===== src/rtl/spi_xfer_engine_if.sv =====
// Request/response and SPI pin bundle for spi_xfer_engine.
// `SPI_RX_BYTE_REV_EN adds the rev_i request field.
interface spi_xfer_engine_if #(
    parameter int MAX_BYTES = 4,
    parameter int NUM_CS    = 4,
    parameter int LEN_W     = (MAX_BYTES > 1) ? $clog2(MAX_BYTES) : 1,
    parameter int CS_W      = (NUM_CS > 1) ? $clog2(NUM_CS) : 1
);
    logic                   req_valid_i;
    logic                   req_ready_o;
    logic [7:0]             div_i;
    logic                   cpol_i;
    logic                   cpha_i;
    logic                   lsb_i;
    logic [LEN_W-1:0]       nbytes_i;
    logic [CS_W-1:0]        cs_sel_i;
    logic [8*MAX_BYTES-1:0] tx_data_i;
`ifdef SPI_RX_BYTE_REV_EN
    logic                   rev_i;
`endif
    logic                   rsp_valid_o;
    logic                   rsp_ready_i;
    logic [8*MAX_BYTES-1:0] rx_data_o;
    logic                   busy_o;
    logic                   spi_sck_o;
    logic [NUM_CS-1:0]      spi_nss_o;
    logic                   spi_mosi_o;
    logic                   spi_miso_i;

    modport master (
`ifdef SPI_RX_BYTE_REV_EN
        output rev_i,
`endif
        output req_valid_i, div_i, cpol_i, cpha_i, lsb_i, nbytes_i, cs_sel_i,
        output tx_data_i, rsp_ready_i, spi_miso_i,
        input  req_ready_o, rsp_valid_o, rx_data_o, busy_o,
        input  spi_sck_o, spi_nss_o, spi_mosi_o
    );

    modport slave (
`ifdef SPI_RX_BYTE_REV_EN
        input  rev_i,
`endif
        input  req_valid_i, div_i, cpol_i, cpha_i, lsb_i, nbytes_i, cs_sel_i,
        input  tx_data_i, rsp_ready_i, spi_miso_i,
        output req_ready_o, rsp_valid_o, rx_data_o, busy_o,
        output spi_sck_o, spi_nss_o, spi_mosi_o
    );
endinterface


===== src/rtl/spi_xfer_engine.sv =====
// SPI master shift engine: one 1..MAX_BYTES byte full-duplex transfer per request.
// `SPI_RX_BYTE_REV_EN enables rev_i, which reverses the received active bytes.
module spi_xfer_engine #(
    parameter int MAX_BYTES = 4,
    parameter int NUM_CS    = 4,
    parameter int LEN_W     = (MAX_BYTES > 1) ? $clog2(MAX_BYTES) : 1,
    parameter int CS_W      = (NUM_CS > 1) ? $clog2(NUM_CS) : 1
) (
    input logic              clk_i,
    input logic              rst_i,
    spi_xfer_engine_if.slave bus
);
    localparam int DW    = 8 * MAX_BYTES;
    localparam int PW    = $clog2(DW);
    localparam int BIT_W = $clog2(DW + 1);
    localparam int HW    = BIT_W + 1;

    typedef enum logic [2:0] {IDLE, LEAD, SHIFT, TRAIL, RESP} state_t;

    state_t            state_q;
    logic [7:0]        div_q, hp_q;
    logic              cpha_q, lsb_q;
    logic [LEN_W-1:0]  nb_q;
    logic [DW-1:0]     tx_q, rx_q, rx_out_q;
    logic [HW-1:0]     half_q;
    logic              req_ready_q, rsp_valid_q, busy_q, sck_q, mosi_q;
    logic [NUM_CS-1:0] nss_q;
`ifdef SPI_RX_BYTE_REV_EN
    logic              rev_q;
`endif

    logic [LEN_W-1:0]  nb_in;
    logic [BIT_W-1:0]  nbits, nbits_in, bidx, bnext;
    logic [NUM_CS-1:0] nss_sel;
    logic              first_bit, hp_end, lead_edge, last_half;
    logic [DW-1:0]     rx_final;

    // Bit i of the serial stream maps to vector position i (LSB-first) or n-1-i.
    function automatic logic [PW-1:0] bit_pos(input logic lsb, input logic [BIT_W-1:0] n,
                                              input logic [BIT_W-1:0] i);
        return lsb ? PW'(i) : PW'(n - i - BIT_W'(1));
    endfunction

    always_comb begin
        nb_in = bus.nbytes_i;
        if (32'(bus.nbytes_i) >= 32'(MAX_BYTES))
            nb_in = LEN_W'(MAX_BYTES - 1);
        nbits_in  = (BIT_W'(nb_in) + BIT_W'(1)) << 3;
        nbits     = (BIT_W'(nb_q) + BIT_W'(1)) << 3;
        first_bit = bus.tx_data_i[bit_pos(bus.lsb_i, nbits_in, '0)];
        bidx      = BIT_W'(half_q >> 1);
        bnext     = bidx + BIT_W'(1);
        hp_end    = (hp_q == 8'd0);
        lead_edge = ~half_q[0];
        last_half = (half_q == ({nbits, 1'b0} - HW'(1)));
        for (int unsigned i = 0; i < NUM_CS; i++)
            nss_sel[i] = (32'(bus.cs_sel_i) != i);
    end

`ifdef SPI_RX_BYTE_REV_EN
    always_comb begin
        rx_final = rx_q;
        if (rev_q) begin
            rx_final = '0;
            for (int unsigned k = 0; k < MAX_BYTES; k++)
                if (k <= 32'(nb_q))
                    rx_final[8*(32'(nb_q)-k) +: 8] = rx_q[8*k +: 8];
        end
    end
`else
    always_comb rx_final = rx_q;
`endif

    always_ff @(posedge clk_i or posedge rst_i) begin
        if (rst_i) begin
            state_q     <= IDLE;
            div_q       <= '0;
            hp_q        <= '0;
            cpha_q      <= 1'b0;
            lsb_q       <= 1'b0;
            nb_q        <= '0;
            tx_q        <= '0;
            rx_q        <= '0;
            rx_out_q    <= '0;
            half_q      <= '0;
            req_ready_q <= 1'b1;
            rsp_valid_q <= 1'b0;
            busy_q      <= 1'b0;
            sck_q       <= 1'b0;
            mosi_q      <= 1'b0;
            nss_q       <= '1;
`ifdef SPI_RX_BYTE_REV_EN
            rev_q       <= 1'b0;
`endif
        end else begin
            case (state_q)
                IDLE: if (bus.req_valid_i) begin
                    state_q     <= LEAD;
                    div_q       <= bus.div_i;
                    hp_q        <= bus.div_i;
                    cpha_q      <= bus.cpha_i;
                    lsb_q       <= bus.lsb_i;
                    nb_q        <= nb_in;
                    tx_q        <= bus.tx_data_i;
                    rx_q        <= '0;
                    half_q      <= '0;
                    req_ready_q <= 1'b0;
                    busy_q      <= 1'b1;
                    sck_q       <= bus.cpol_i;
                    nss_q       <= nss_sel;
                    mosi_q      <= bus.cpha_i ? 1'b0 : first_bit;
`ifdef SPI_RX_BYTE_REV_EN
                    rev_q       <= bus.rev_i;
`endif
                end
                LEAD: begin
                    if (hp_end) begin
                        hp_q    <= div_q;
                        state_q <= SHIFT;
                    end else begin
                        hp_q <= hp_q - 8'd1;
                    end
                end
                SHIFT: begin
                    if (hp_end) begin
                        hp_q  <= div_q;
                        sck_q <= ~sck_q;
                        // Sample edge is leading for cpha=0, trailing for cpha=1; the other edge shifts.
                        if (lead_edge ^ cpha_q)
                            rx_q[bit_pos(lsb_q, nbits, bidx)] <= bus.spi_miso_i;
                        else if (cpha_q)
                            mosi_q <= tx_q[bit_pos(lsb_q, nbits, bidx)];
                        else if (bnext < nbits)
                            mosi_q <= tx_q[bit_pos(lsb_q, nbits, bnext)];
                        if (last_half)
                            state_q <= TRAIL;
                        else
                            half_q <= half_q + HW'(1);
                    end else begin
                        hp_q <= hp_q - 8'd1;
                    end
                end
                TRAIL: begin
                    if (hp_end) begin
                        nss_q   <= '1;
                        state_q <= RESP;
                    end else begin
                        hp_q <= hp_q - 8'd1;
                    end
                end
                RESP: begin
                    if (!rsp_valid_q) begin
                        rsp_valid_q <= 1'b1;
                        rx_out_q    <= rx_final;
                    end else if (bus.rsp_ready_i) begin
                        rsp_valid_q <= 1'b0;
                        req_ready_q <= 1'b1;
                        busy_q      <= 1'b0;
                        state_q     <= IDLE;
                    end
                end
                default: state_q <= IDLE;
            endcase
        end
    end

    assign bus.req_ready_o = req_ready_q;
    assign bus.rsp_valid_o = rsp_valid_q;
    assign bus.rx_data_o   = rx_out_q;
    assign bus.busy_o      = busy_q;
    assign bus.spi_sck_o   = sck_q;
    assign bus.spi_nss_o   = nss_q;
    assign bus.spi_mosi_o  = mosi_q;
endmodule


===== src/flat_wrapper.sv =====
// flat-port wrapper written by rule: the top's interface ports become plain ports
module spi_xfer_engine_flat 
#(
    parameter int MAX_BYTES = 4,
    parameter int NUM_CS    = 4,
    parameter int LEN_W     = (MAX_BYTES > 1) ? $clog2(MAX_BYTES) : 1,
    parameter int CS_W      = (NUM_CS > 1) ? $clog2(NUM_CS) : 1
)
  (clk_i, rst_i, bus_req_valid_i, bus_div_i, bus_cpol_i, bus_cpha_i, bus_lsb_i, bus_nbytes_i, bus_cs_sel_i, bus_tx_data_i, bus_rsp_ready_i, bus_spi_miso_i, bus_req_ready_o, bus_rsp_valid_o, bus_rx_data_o, bus_busy_o, bus_spi_sck_o, bus_spi_nss_o, bus_spi_mosi_o);
  spi_xfer_engine_if #(.MAX_BYTES(MAX_BYTES), .NUM_CS(NUM_CS), .LEN_W(LEN_W), .CS_W(CS_W)) bus_i ();
  input logic clk_i;
  input logic rst_i;
  input wire logic [$bits(bus_i.req_valid_i)-1:0] bus_req_valid_i;
  input wire logic [$bits(bus_i.div_i)-1:0] bus_div_i;
  input wire logic [$bits(bus_i.cpol_i)-1:0] bus_cpol_i;
  input wire logic [$bits(bus_i.cpha_i)-1:0] bus_cpha_i;
  input wire logic [$bits(bus_i.lsb_i)-1:0] bus_lsb_i;
  input wire logic [$bits(bus_i.nbytes_i)-1:0] bus_nbytes_i;
  input wire logic [$bits(bus_i.cs_sel_i)-1:0] bus_cs_sel_i;
  input wire logic [$bits(bus_i.tx_data_i)-1:0] bus_tx_data_i;
  input wire logic [$bits(bus_i.rsp_ready_i)-1:0] bus_rsp_ready_i;
  input wire logic [$bits(bus_i.spi_miso_i)-1:0] bus_spi_miso_i;
  output wire logic [$bits(bus_i.req_ready_o)-1:0] bus_req_ready_o;
  output wire logic [$bits(bus_i.rsp_valid_o)-1:0] bus_rsp_valid_o;
  output wire logic [$bits(bus_i.rx_data_o)-1:0] bus_rx_data_o;
  output wire logic [$bits(bus_i.busy_o)-1:0] bus_busy_o;
  output wire logic [$bits(bus_i.spi_sck_o)-1:0] bus_spi_sck_o;
  output wire logic [$bits(bus_i.spi_nss_o)-1:0] bus_spi_nss_o;
  output wire logic [$bits(bus_i.spi_mosi_o)-1:0] bus_spi_mosi_o;
  assign bus_i.req_valid_i = bus_req_valid_i;
  assign bus_i.div_i = bus_div_i;
  assign bus_i.cpol_i = bus_cpol_i;
  assign bus_i.cpha_i = bus_cpha_i;
  assign bus_i.lsb_i = bus_lsb_i;
  assign bus_i.nbytes_i = bus_nbytes_i;
  assign bus_i.cs_sel_i = bus_cs_sel_i;
  assign bus_i.tx_data_i = bus_tx_data_i;
  assign bus_i.rsp_ready_i = bus_rsp_ready_i;
  assign bus_i.spi_miso_i = bus_spi_miso_i;
  assign bus_req_ready_o = bus_i.req_ready_o;
  assign bus_rsp_valid_o = bus_i.rsp_valid_o;
  assign bus_rx_data_o = bus_i.rx_data_o;
  assign bus_busy_o = bus_i.busy_o;
  assign bus_spi_sck_o = bus_i.spi_sck_o;
  assign bus_spi_nss_o = bus_i.spi_nss_o;
  assign bus_spi_mosi_o = bus_i.spi_mosi_o;
  spi_xfer_engine #(.MAX_BYTES(MAX_BYTES), .NUM_CS(NUM_CS), .LEN_W(LEN_W), .CS_W(CS_W)) u_core (.clk_i(clk_i), .rst_i(rst_i), .bus(bus_i));
endmodule

===== config.mk =====
export PLATFORM = sky130hd
export DESIGN_NAME = spi_xfer_engine_flat
export DESIGN_NICKNAME = d
export VERILOG_FILES = /design/src/rtl/spi_xfer_engine_if.sv /design/src/rtl/spi_xfer_engine.sv /design/src/flat_wrapper.sv
export SDC_FILE = /design/constraint.sdc
export NUM_CORES = 1
export LEC_CHECK = 0
export CAP_MARGIN = 20
export CELL_PAD_IN_SITES_DETAIL_PLACEMENT = 0
export CELL_PAD_IN_SITES_GLOBAL_PLACEMENT = 1
export CORE_MARGIN = 5
export CORE_UTILIZATION = 40
export CTS_BUF_LIST = sky130_fd_sc_hd__clkbuf_2 sky130_fd_sc_hd__clkbuf_4 sky130_fd_sc_hd__clkbuf_8
export CTS_CLUSTER_DIAMETER = 30
export DETAILED_ROUTE_END_ITERATION = 6
export PLACE_DENSITY_LB_ADDON = 0.1
export SLEW_MARGIN = 20
export SYNTH_ARGS = -nofsm -noshare
export SYNTH_HDL_FRONTEND = slang
export SYNTH_SLANG_ARGS = --single-unit
export TNS_END_PERCENT = 50

===== constraint.sdc =====
create_clock -name clk_i -period 10 [get_ports clk_i]
set_input_delay 2 -clock clk_i [delete_from_list [all_inputs] [get_ports clk_i]]
set_output_delay 2 -clock clk_i [all_outputs]
set_load 0.02 [all_outputs]

Word level (Yosys, flattened, before mapping) --
Cells that the tools add are included.
Cells by class: add/subtract/negate cells 11, multiply operators 0, divide/modulo/power cells 0, order comparisons 5, eq/ne operators 20, shift-type cells 0, mux-type cells 55, bitwise gates (word level) 4, reduce and logical (&&, ||, !) cells 19
Operator list (number):
- 32-bit two-way mux | 3
- 32-bit one-hot mux with 2 select lines | 1
- 32-bit bitwise mux | 1
- 8-bit two-way mux | 3
- 8-bit one-hot mux with 3 select lines | 1
- 3-bit two-way mux | 7
- 7-bit two-way mux | 3
- 1-bit two-way mux | 20
- 5-bit by 6-bit < comparator with 1-bit output (second input constant) | 3
- 1-bit binary-select mux with 5-bit select | 3
- 5-bit two-way mux | 3
- 3-bit one-hot mux with 5 select lines | 1
- 5-bit by 1-bit subtractor with 5-bit output (second input constant) | 3
- 2-bit by 1-bit != test with 1-bit output (second input constant) | 7
- 2-bit != test (second input constant) | 7
- 7-bit one-hot mux with 2 select lines | 1
- 4-bit AND reduction | 3
- 5-bit subtractor | 2
- 3-bit AND reduction | 3
- 8-bit zero test | 1
- 4-bit two-way mux | 2
- 1-bit one-hot mux with 2 select lines | 4
- 4-bit one-hot mux with 2 select lines | 1
- 2-bit nonzero test | 4
- 23 further kinds | 27
Word-level totals: register bits 135, bits in latches 0, bits in writable memories 0, bits in read-only memories 0, word-level logic and storage cells 130, memories 0

Depth between registers and ports, before layout --
Gate-level depths: netlist (run 1).
depth after elaboration 12, depth in mapped cells 13, depth with buffers taken out 11

Worst setup path after synthesis (run 1) --
No wires, ideal clock.
path type input to register, start point in bus_req_valid_i, end point reg u_core.half_q[6], arrival 3.113 ns, required time 9.922 ns, path slack 6.809 ns, stages 7, buffers on the path 0, cell sequence nor2b_1 > and2_1 > a21oi_2 > a21oi_2 > nand2b_1 > or3_1 > a21oi_1
On the way: word-level cells in the longest chain between the ends 2
RTL lines:
- start, declared | RTL line flat_wrapper.sv:13 | input wire logic [$bits(bus_i.req_valid_i)-1:0] bus_req_valid_i;
- 2-bit != test (no line)
- 4-bit AND reduction (no line)
- end signal, assigned | RTL line spi_xfer_engine.sv:138 | half_q <= half_q + HW'(1);
- end, declared | RTL line spi_xfer_engine.sv:25 | logic [HW-1:0] half_q;
No other way between the ends. A chain may end at the register's enable or synchronous reset.

Worst setup path after layout (run 1) --
start point in bus_req_valid_i, end point reg u_core.rx_q[4] (netlist: u_core.rx_final[4])
On the way: word-level cells in the longest chain between the ends 2
RTL lines:
- 2-bit != test (no line)
- 4-bit AND reduction (no line)
- end signal, assigned by index | RTL line spi_xfer_engine.sv:130 | rx_q[bit_pos(lsb_q, nbits, bidx)] <= bus.spi_miso_i;
- end, declared | RTL line spi_xfer_engine.sv:24 | logic [DW-1:0] tx_q, rx_q, rx_out_q;
No other way between the ends.

==> summary.md, run 1 <==
| Metric | Value |
|---|---|
| DRT antenna net count | 0 |
| Final cycle utilization of the critical path | 40.5% |
| Worst voltage drop across the vdd grid | 0.105 mV |
| Max-slew violation total from the final report | 0 |
| Area enclosed by the die boundary | 20000 um2 |
| Cell Pwr Density | 249 nW/um2 |
| First-pass iteration count of the detailed router | 6 |
| Num ports | 93 |
| Data arrival time of the critical path | 4.35 ns |
| Share of synthesized registers carrying an async set or reset | 100% |
| Syn Std Cell Area | 6920 um2 |
| Clock sinks | 135 |
| Antenna violations before repair | 0 |
| Library cells used by synthesis | 57 |
| Pin count of the biggest net entering global routing | 71 |
| Critical path class | primary input to flop |
| DP Wirelength | 13.0 mm |
| Average wire per standard cell | 17.0 um |
| H-tree level count | 4 |
| Resized Gates After CTS | 0 |
| Nets | 891 |
| Count of warnings emitted by yosys | 0 |
| Number of core rows | 48 |
| Total Negative Setup Slacks | 0 ns |
| Die boundary height | 141 um |
| Insertion delay of the later-clocked pin in the worst-skew pair | 0.44 ns |
| Routed length on met2 | 8.80 mm |
| Multiplexer share of the synthesized area | 7.76% |
| Simple-gate share of the synthesized area | 17.5% |
| Leakage | 3.74 nW |
| Number of antenna repair diodes | 0 |
| Layout cells sized above 1 | 11.8% |
| Final setup slack of the worst path | 5.95 ns |
| Worst hold slack after final layout | 0.477 ns |
| Clock transition at path regs | 0.08 ns |
| FILL cells | 1666 |
| Fraction of post-synthesis cell area in the top cell type by area | 47.0% |
| Final Non-Filler Cells | 1067 |
| List of cells traversed by the critical path | clkdlybuf4s50_1 -> nor2b_1 -> and2_2 -> a21oi_2 -> a21o_1 -> nor2_2 -> nand2_1 -> o21ai_0 |
| Number of endpoints with negative hold slack in the final report | 0 |
| Worst-case clock buffer depth | 2 |
| Net Count, Synth | 816 |
| Initial drt markers | 451 |
| EDFF count, synth | 0 |
| Vias per inst | 5.45 |
| Met3 layer wire length in the routed design | 781 um |
| Leading cell types by total area after synthesis | sky130_fd_sc_hd__dfrtp_1 (47%), sky130_fd_sc_hd__nand2_1 (9.1%), sky130_fd_sc_hd__o21ai_0 (6.7%) |
| Vias | 5818 |
| Floorplan Core Area | 17100 um2 |
| PortBufs | 92 |
| Fmax achieved | 247 MHz |
| Final RePlAce weighted congestion | 0.838 |
| Compound-Gate Fraction of Synth Area | 17.9% |
| Critical-path maximum fanout | 33 |
| Global-route wire length before repair | 29.6 mm |
| Critical path startpoint category | primary input |
| Run status | finished clean |
| Sequential fraction of the synthesis area | 48.9% |
| Vias in the first global route | 5716 |
| Initial cell density of the core | 40.4% |
| Met1 layer wirelength in the final routing | 8.38 mm |
| Worst slew margin relative to its limit | 35.6% |
| Final min period | 4.05 ns |
| Library cell used as clock root buffer | sky130_fd_sc_hd__clkbuf_8 |
| Data required time at the worst endpoint | 10.30 ns |
| Adder and majority gate portion of the synthesized area | 1.63% |
| Synth-to-layout area growth | 22.2% |
| Synthesized area divided by synthesized cell count | 9.16 um2 |
| TritonCTS clock tree | yes |
| Dominant combinational cell family by area after synthesis | compound AO/OA/AOI/OAI gates |
| Post-CTS setup buffer count | 0 |
| Global routing usage summed across all routing layers | 18.3% |
| Dominant cell type by area after synthesis | sky130_fd_sc_hd__dfrtp_1 |
| GRT Residual Overflow | 0 |
| Count of maximum capacitance violations | 0 |
| Flop and latch count out of synthesis | 135 |
| Total DRC errors in the routed layout | 0 |
| Worst Max-Slew Pin Slew | 0.959 ns |
| Final Routed Wirelength | 18.2 mm |
| Post-CTS Hold Fix Bufs | 0 |
| Pre-CTS WS | 5.50 ns |
| Number of instances in the placed design | 1036 |
| Number of buffers created by CTS | 17 |
| DR top layer | met4 |
| CP max stage cell | sky130_fd_sc_hd__a21o_1 |
| Post-synthesis share of cell area spent on xor and xnor gates | 2.91% |
| Nature of the critical path endpoint | flop |
| Number of failing setup endpoints in the final timing report | 0 |
| Overall die width | 141 um |
| Worst min-delay path class | flop to flop |
| Post-route clock skew | 0.0114 ns |
| Highest cell delay on the worst timing path | 0.70 ns |
| Synth Flop Type | sky130_fd_sc_hd__dfrtp_1 |
| Unrepaired setup endpoints after global routing | no |
| Cell count after synthesis | 755 |
## cells by family after synthesis
| group | count (synthesis) |
|---|---|
| AOI/OAI and AO/OA | 209 |
| xor gates and xnor gates | 23 |
| DFF | 135 |
| buffers and inverters | 59 |
| muxes | 47 |
| and+or+nand+nor | 273 |
| adders and majority gates | 9 |
## worst max-delay path, delay by kind of cell
family	cells	cell delay, ns
simple gates	4	0.83
compound gates	3	1.07
buf+inv	1	0.45
## metrics by stage
step           cell area, um2  util, %  total power (W)
2_1_floorplan            6920        -          0.00137
3_3_place_gp             8020     46.8          0.00161
3_5_place_dp             8030     46.9          0.00163
4_1_cts                  8450     49.4          0.00212
5_1_grt                  8450     49.4          0.00225
6_report                 8450     49.4          0.00211
## cell usage after synthesis (2+ instances only)
cell,n
sky130_fd_sc_hd__and3_1,3
sky130_fd_sc_hd__a21oi_2,2
sky130_fd_sc_hd__dfstp_2,5
sky130_fd_sc_hd__mux4_2,2
sky130_fd_sc_hd__a222oi_1,7
sky130_fd_sc_hd__nor3b_1,2
sky130_fd_sc_hd__o21ai_1,4
sky130_fd_sc_hd__ha_1,9
sky130_fd_sc_hd__inv_1,14
sky130_fd_sc_hd__or2_2,4
sky130_fd_sc_hd__dfrtp_1,130
sky130_fd_sc_hd__a32oi_1,2
sky130_fd_sc_hd__nor4_1,2
sky130_fd_sc_hd__or3_1,2
sky130_fd_sc_hd__a221oi_1,5
sky130_fd_sc_hd__nand2b_1,12
sky130_fd_sc_hd__a221o_1,2
sky130_fd_sc_hd__a21o_1,3
sky130_fd_sc_hd__buf_2,7
sky130_fd_sc_hd__a31o_2,2
sky130_fd_sc_hd__xor2_1,9
sky130_fd_sc_hd__mux2_2,33
sky130_fd_sc_hd__a31oi_1,7
sky130_fd_sc_hd__clkbuf_1,34
sky130_fd_sc_hd__a22oi_1,17
sky130_fd_sc_hd__mux2i_1,12
sky130_fd_sc_hd__o21ai_0,93
sky130_fd_sc_hd__xnor2_1,14
sky130_fd_sc_hd__nor3_1,9
sky130_fd_sc_hd__or3b_2,2
sky130_fd_sc_hd__and2_1,5
sky130_fd_sc_hd__nand4_1,3
sky130_fd_sc_hd__a21oi_1,51
sky130_fd_sc_hd__nor2_1,33
sky130_fd_sc_hd__nand2_1,168
sky130_fd_sc_hd__buf_1,4
sky130_fd_sc_hd__nor2b_1,7
sky130_fd_sc_hd__nand3_1,15
sky130_fd_sc_hd__a211oi_1,2
## placed cells by master (no fill, tap or decap), drive strengths merged, types with 4 or more instances in the layout
master / n
clkbuf: 20
dfrtp: 130
ha: 9
nor3: 10
a221oi: 5
nand3: 15
and2: 5
dfstp: 5
xnor2: 14
mux2: 33
a31oi: 7
nand2: 168
mux2i: 12
buf: 9
clkinv: 5
or2: 4
a22oi: 17
clkdlybuf4s50: 92
xor2: 9
nor2: 34
o21ai: 97
inv: 14
nand2b: 12
nor2b: 7
a21oi: 53
a222oi: 7
## path summary, 6_finish.rpt
check	from	end	slack [ns]	cells past startpoint
max	bus_req_valid_i	u_core.rx_final[4]	5.95	8
min	u_core.div_q[2]	u_core.div_q[2]	0.48	2
max reg2reg	u_core.half_q[2]	u_core.bus.spi_mosi_o	6.70	8
min reg2reg	u_core.div_q[2]	u_core.div_q[2]	0.48	2
max in group asynchronous	rst_i	u_core.bus.spi_sck_o	6.49	3
min in group asynchronous	rst_i	u_core.bus.rx_data_o[25]	2.10	2
## sequential cells by signal, indices dropped and copies added, names as in the netlist
register	cells
u_core.bus.busy_o	1
u_core.bus.rx_data_o	32
u_core.state_q	3
u_core.cpha_q	1
u_core.tx_q	32
u_core.bus.spi_mosi_o	1
u_core.div_q	8
u_core.half_q	7
u_core.lsb_q	1
u_core.nb_q	2
u_core.bus.spi_sck_o	1
u_core.bus.rsp_valid_o	1
u_core.hp_q	8
u_core.bus.spi_nss_o	4
u_core.bus.req_ready_o	1
u_core.rx_final	32
## routing by layer
metal	global-route usage, %	vias to the layer above
li1	-	2813
met1	25.0	2826
met2	30.2	158
met3	3.17	21
met4	5.05	0
met5	0	-
## area by class of cell
class	instances	area (um2)	share of cell area, %
inverter	14	55.1	0.652
multi-input combinational	561	3320	39.2
tap	225	282	3.33
clock inverter	11	149	1.76
sequential	135	3380	40.1
clock buffer	20	275	3.26
timing repair buffer	101	988	11.7
## where the power goes
part	internal [W]	switching, W
sequential	0.000672	0.000127
combinational	0.000315	0.000514
clock	0.000265	0.000212
total	0.00125	0.000854
Note: power is estimated with default switching activity, not from simulation.
==> inputs of run 2 (changes only) <==
Clock period 10 ns to 3.85 ns, I/O delays scaled along.
==> run 2 against run 1 <==
Against the previous run:
- worst setup slack got worse by 5.2 ns
- sequential share of layout area down 0.29 points
- sequential cell count unchanged
- die area unchanged
- combinational power increased to 2.7 times the previous value
- global-route usage is 1.1 points higher
- total power rose to 2.6 times the previous value
- first-iteration DRC count grew 26%
- critical endpoint is now u_core.bus.spi_mosi_o
- largest power group unchanged
- highest routed layer unchanged
==> summary.md, run 2 (same netlist as run 1, synthesis figures left out) <==
| Metric | Value |
|---|---|
| Run status | finished clean (unchanged) |
| Worst-case clock buffer depth | 2 (unchanged) |
| H-tree level count | 4 (unchanged) |
| Cell family with most CP delay | compound AO/OA/AOI/OAI gates (unchanged) |
| Vias | 5902 (was 5818) |
| Final RePlAce weighted congestion | 0.862 (was 0.838) |
| Global-route wire length before repair | 31.3 mm (was 29.6 mm) |
| Post-CTS setup buffer count | 0 (unchanged) |
| Number of core rows | 48 (unchanged) |
| Number of instances in the placed design | 1043 (was 1036) |
| Number of failing setup endpoints in the final timing report | 0 (unchanged) |
| Pin count of the biggest net entering global routing | 56 (was 71) |
| Floorplan Core Area | 17100 um2 (unchanged) |
| Num ports | 93 (unchanged) |
| Cell internal pwr | 0.00313 W (was 0.00125 W) |
| Worst Max-Slew Pin Slew | 0.966 ns (was 0.959 ns) |
| Number of antenna repair diodes | 0 (unchanged) |
| Worst min-delay path class | flop to flop (unchanged) |
| Average wire per standard cell | 17.6 um (was 17.0 um) |
| Initial cell density of the core | 40.4% (unchanged) |
| Global routing usage summed across all routing layers | 19.4% (was 18.3%) |
| Data arrival time of the critical path | 3.43 ns (was 4.35 ns) |
| Count of maximum capacitance violations | 0 (unchanged) |
| TritonCTS clock tree | yes (unchanged) |
| Post-route clock skew | 0.0140 ns (was 0.0114 ns) |
| Initial drt markers | 568 (was 451) |
| Comb pwr share | 40.4% (was 39.4%) |
| Final Non-Filler Cells | 1076 (was 1067) |
| Area used by multi-input combinational logic | 3310 um2 (was 3320 um2) |
| Switching pwr | 0.00234 W (was 0.000854 W) |
| Worst voltage drop across the vdd grid | 0.308 mV (was 0.105 mV) |
| DP Wirelength | 13.5 mm (was 13.0 mm) |
| Leakage | 3.78 nW (was 3.74 nW) |
| Insertion delay of the later-clocked pin in the worst-skew pair | 0.45 ns (was 0.44 ns) |
| Final min period | 3.07 ns |
| Highest cell delay on the worst timing path | 0.62 ns (was 0.70 ns) |
| Critical-path maximum fanout | 20 (was 33) |
| Switching Share | 42.8% (was 40.5%) |
| Flop pwr share | 37.9% (was 38.0%) |
| Critical path startpoint category | flop (was primary input) |
| Antenna violations before repair | 0 (unchanged) |
| Critical path class | flop to flop (was primary input to flop) |
| Most used cells in the layout excluding fill and tap cells | sky130_fd_sc_hd__nand2_1 (168), sky130_fd_sc_hd__dfrtp_1 (130), sky130_fd_sc_hd__o21ai_0 (93) (was sky130_fd_sc_hd__nand2_1 (168), sky130_fd_sc_hd__dfrtp_1 (130), sky130_fd_sc_hd__o21ai_0 (92), sky130_fd_sc_hd__clkdlybuf4s50_1 (92), sky130_fd_sc_hd__a21oi_1 (51)) |
| FILL cells | 1651 (was 1666) |
| Vias per inst | 5.49 (was 5.45) |
| Area enclosed by the die boundary | 20000 um2 (unchanged) |
| Number of buffers created by CTS | 17 (unchanged) |
| GRT Residual Overflow | 0 (unchanged) |
| CP max stage cell | sky130_fd_sc_hd__mux2i_1 (was sky130_fd_sc_hd__a21o_1) |
| Library cell used as clock root buffer | sky130_fd_sc_hd__clkbuf_8 (unchanged) |
| Post-CTS Hold Fix Bufs | 0 (unchanged) |
| Resized Gates After CTS | 0 (unchanged) |
| Clock transition at path regs | 0.09 ns (was 0.08 ns) |
| Register area | 3380 um2 (unchanged) |
| Clock network power share | 21.6% (was 22.7%) |
| Nets | 899 (was 891) |
| Fmax achieved | 326 MHz |
| Data required time at the worst endpoint | 4.21 ns (was 10.30 ns) |
| Nature of the critical path endpoint | flop (unchanged) |
| Number of endpoints with negative hold slack in the final report | 0 (unchanged) |
| Final cycle utilization of the critical path | 79.7% |
| Unrepaired setup endpoints after global routing | no (unchanged) |
| PortBufs | 92 (unchanged) |
| Worst slew margin relative to its limit | 34.9% (was 35.6%) |
| Overall die width | 141 um (unchanged) |
| DRT antenna net count | 0 (unchanged) |
| Die boundary height | 141 um (unchanged) |
| Synth-to-layout area growth | 23.1% (was 22.2%) |
| Clock sinks | 135 (unchanged) |
| First-pass iteration count of the detailed router | 5 (was 6) |
| Vias in the first global route | 5923 (was 5716) |
| Buffers plus inverters on the worst setup path | 1 (unchanged) |
| Cell Pwr Density | 643 nW/um2 (was 249 nW/um2) |
| List of cells traversed by the critical path | buf_4 -> ha_1 -> or2_2 -> mux2i_1 -> a222oi_1 -> and3_1 -> a311oi_1 -> o41ai_1 -> o31ai_1 (was clkdlybuf4s50_1 -> nor2b_1 -> and2_2 -> a21oi_2 -> a21o_1 -> nor2_2 -> nand2_1 -> o21ai_0) |
| Layout cells sized above 1 | 12.5% (was 11.8%) |
| Max-slew violation total from the final report | 0 (unchanged) |
| Most frequent standard cell in the layout excluding fill and tap cells | sky130_fd_sc_hd__nand2_1 (unchanged) |
| Total DRC errors in the routed layout | 0 (unchanged) |
| Final Routed Wirelength | 18.9 mm (was 18.2 mm) |
| Total Negative Setup Slacks | 0 ns (unchanged) |
==> run 2: changes by cell type in the layout (fill, tap and decap cells not counted), sizes merged <==
cell and delta:
buf +8, clkbuf -3, inv +7, bufinv -2
clkinv -1
==> run 2: per-stage QoR <==
| step | hold WS (ns) | power (W) | area [um2] | utilization [%] | setup WS, ns |
|---|---|---|---|---|---|
| detailed placement | 0.472 | 0.00429 | 8090 | 47.3 | 0.869 |
| finish | 0.487 | 0.00548 | 8510 | 49.7 | 0.781 |
| global placement | 0.459 | 0.00425 | 8090 | 47.3 | 0.844 |
| CTS | 0.494 | 0.00550 | 8490 | 49.6 | 0.811 |
| global route | 0.521 | 0.00588 | 8510 | 49.7 | 0.565 |
| floorplan | 0.446 | 0.00356 | 6920 | - | 1.17 |
==> run 2: final cells by class <==
class	instances	area share, %
clock buffer	17	2.75
clock inverter	15	1.93
inverter	14	0.661
multi-input combinational	561	38.8
sequential	135	39.8
tap	225	3.31
timing repair buffer	109	12.8
==> run 2: final timing paths <==
path	from	to	slack, ns	depth (start not counted)
max	u_core.half_q[2]	u_core.bus.spi_mosi_o	0.78	9
min	u_core.div_q[2]	u_core.div_q[2]	0.49	2
max reg2reg	u_core.half_q[2]	u_core.bus.spi_mosi_o	0.78	9
min reg2reg	u_core.div_q[2]	u_core.div_q[2]	0.49	2
max in group asynchronous	rst_i	u_core.bus.spi_nss_o[0]	2.60	3
min in group asynchronous	rst_i	u_core.bus.rx_data_o[16]	0.64	2
==> run 2: layer usage <==
metal | up-vias | wire (um) | track usage, %
li1 | 2821 | - | -
met3 | 16 | 975 | 3.61
met5 | - | 0 | 0
met4 | 0 | 208 | 5.45
met2 | 171 | 9260 | 32.1
met1 | 2894 | 8460 | 26.2
==> run 2: worst register-to-register path: stages, from the launching register on <==
cell and delay [ns]:
sky130_fd_sc_hd__dfrtp_1 0.36, sky130_fd_sc_hd__buf_4 0.20, sky130_fd_sc_hd__ha_1 0.42, sky130_fd_sc_hd__or2_2 0.34, sky130_fd_sc_hd__mux2i_1 0.62, sky130_fd_sc_hd__a222oi_1 0.15
sky130_fd_sc_hd__and3_1 0.26, sky130_fd_sc_hd__a311oi_1 0.27, sky130_fd_sc_hd__o41ai_1 0.11, sky130_fd_sc_hd__o31ai_1 0.26
==> run 2: power by group through the flow <==
stage               registers, W  logic, W  clock network (W)
floorplan                0.00199   0.00157                  0
global placement         0.00209   0.00216                  0
detailed placement       0.00210   0.00219                  0
CTS                      0.00207   0.00221            0.00122
global route             0.00213   0.00248            0.00128
finish                   0.00208   0.00221            0.00118
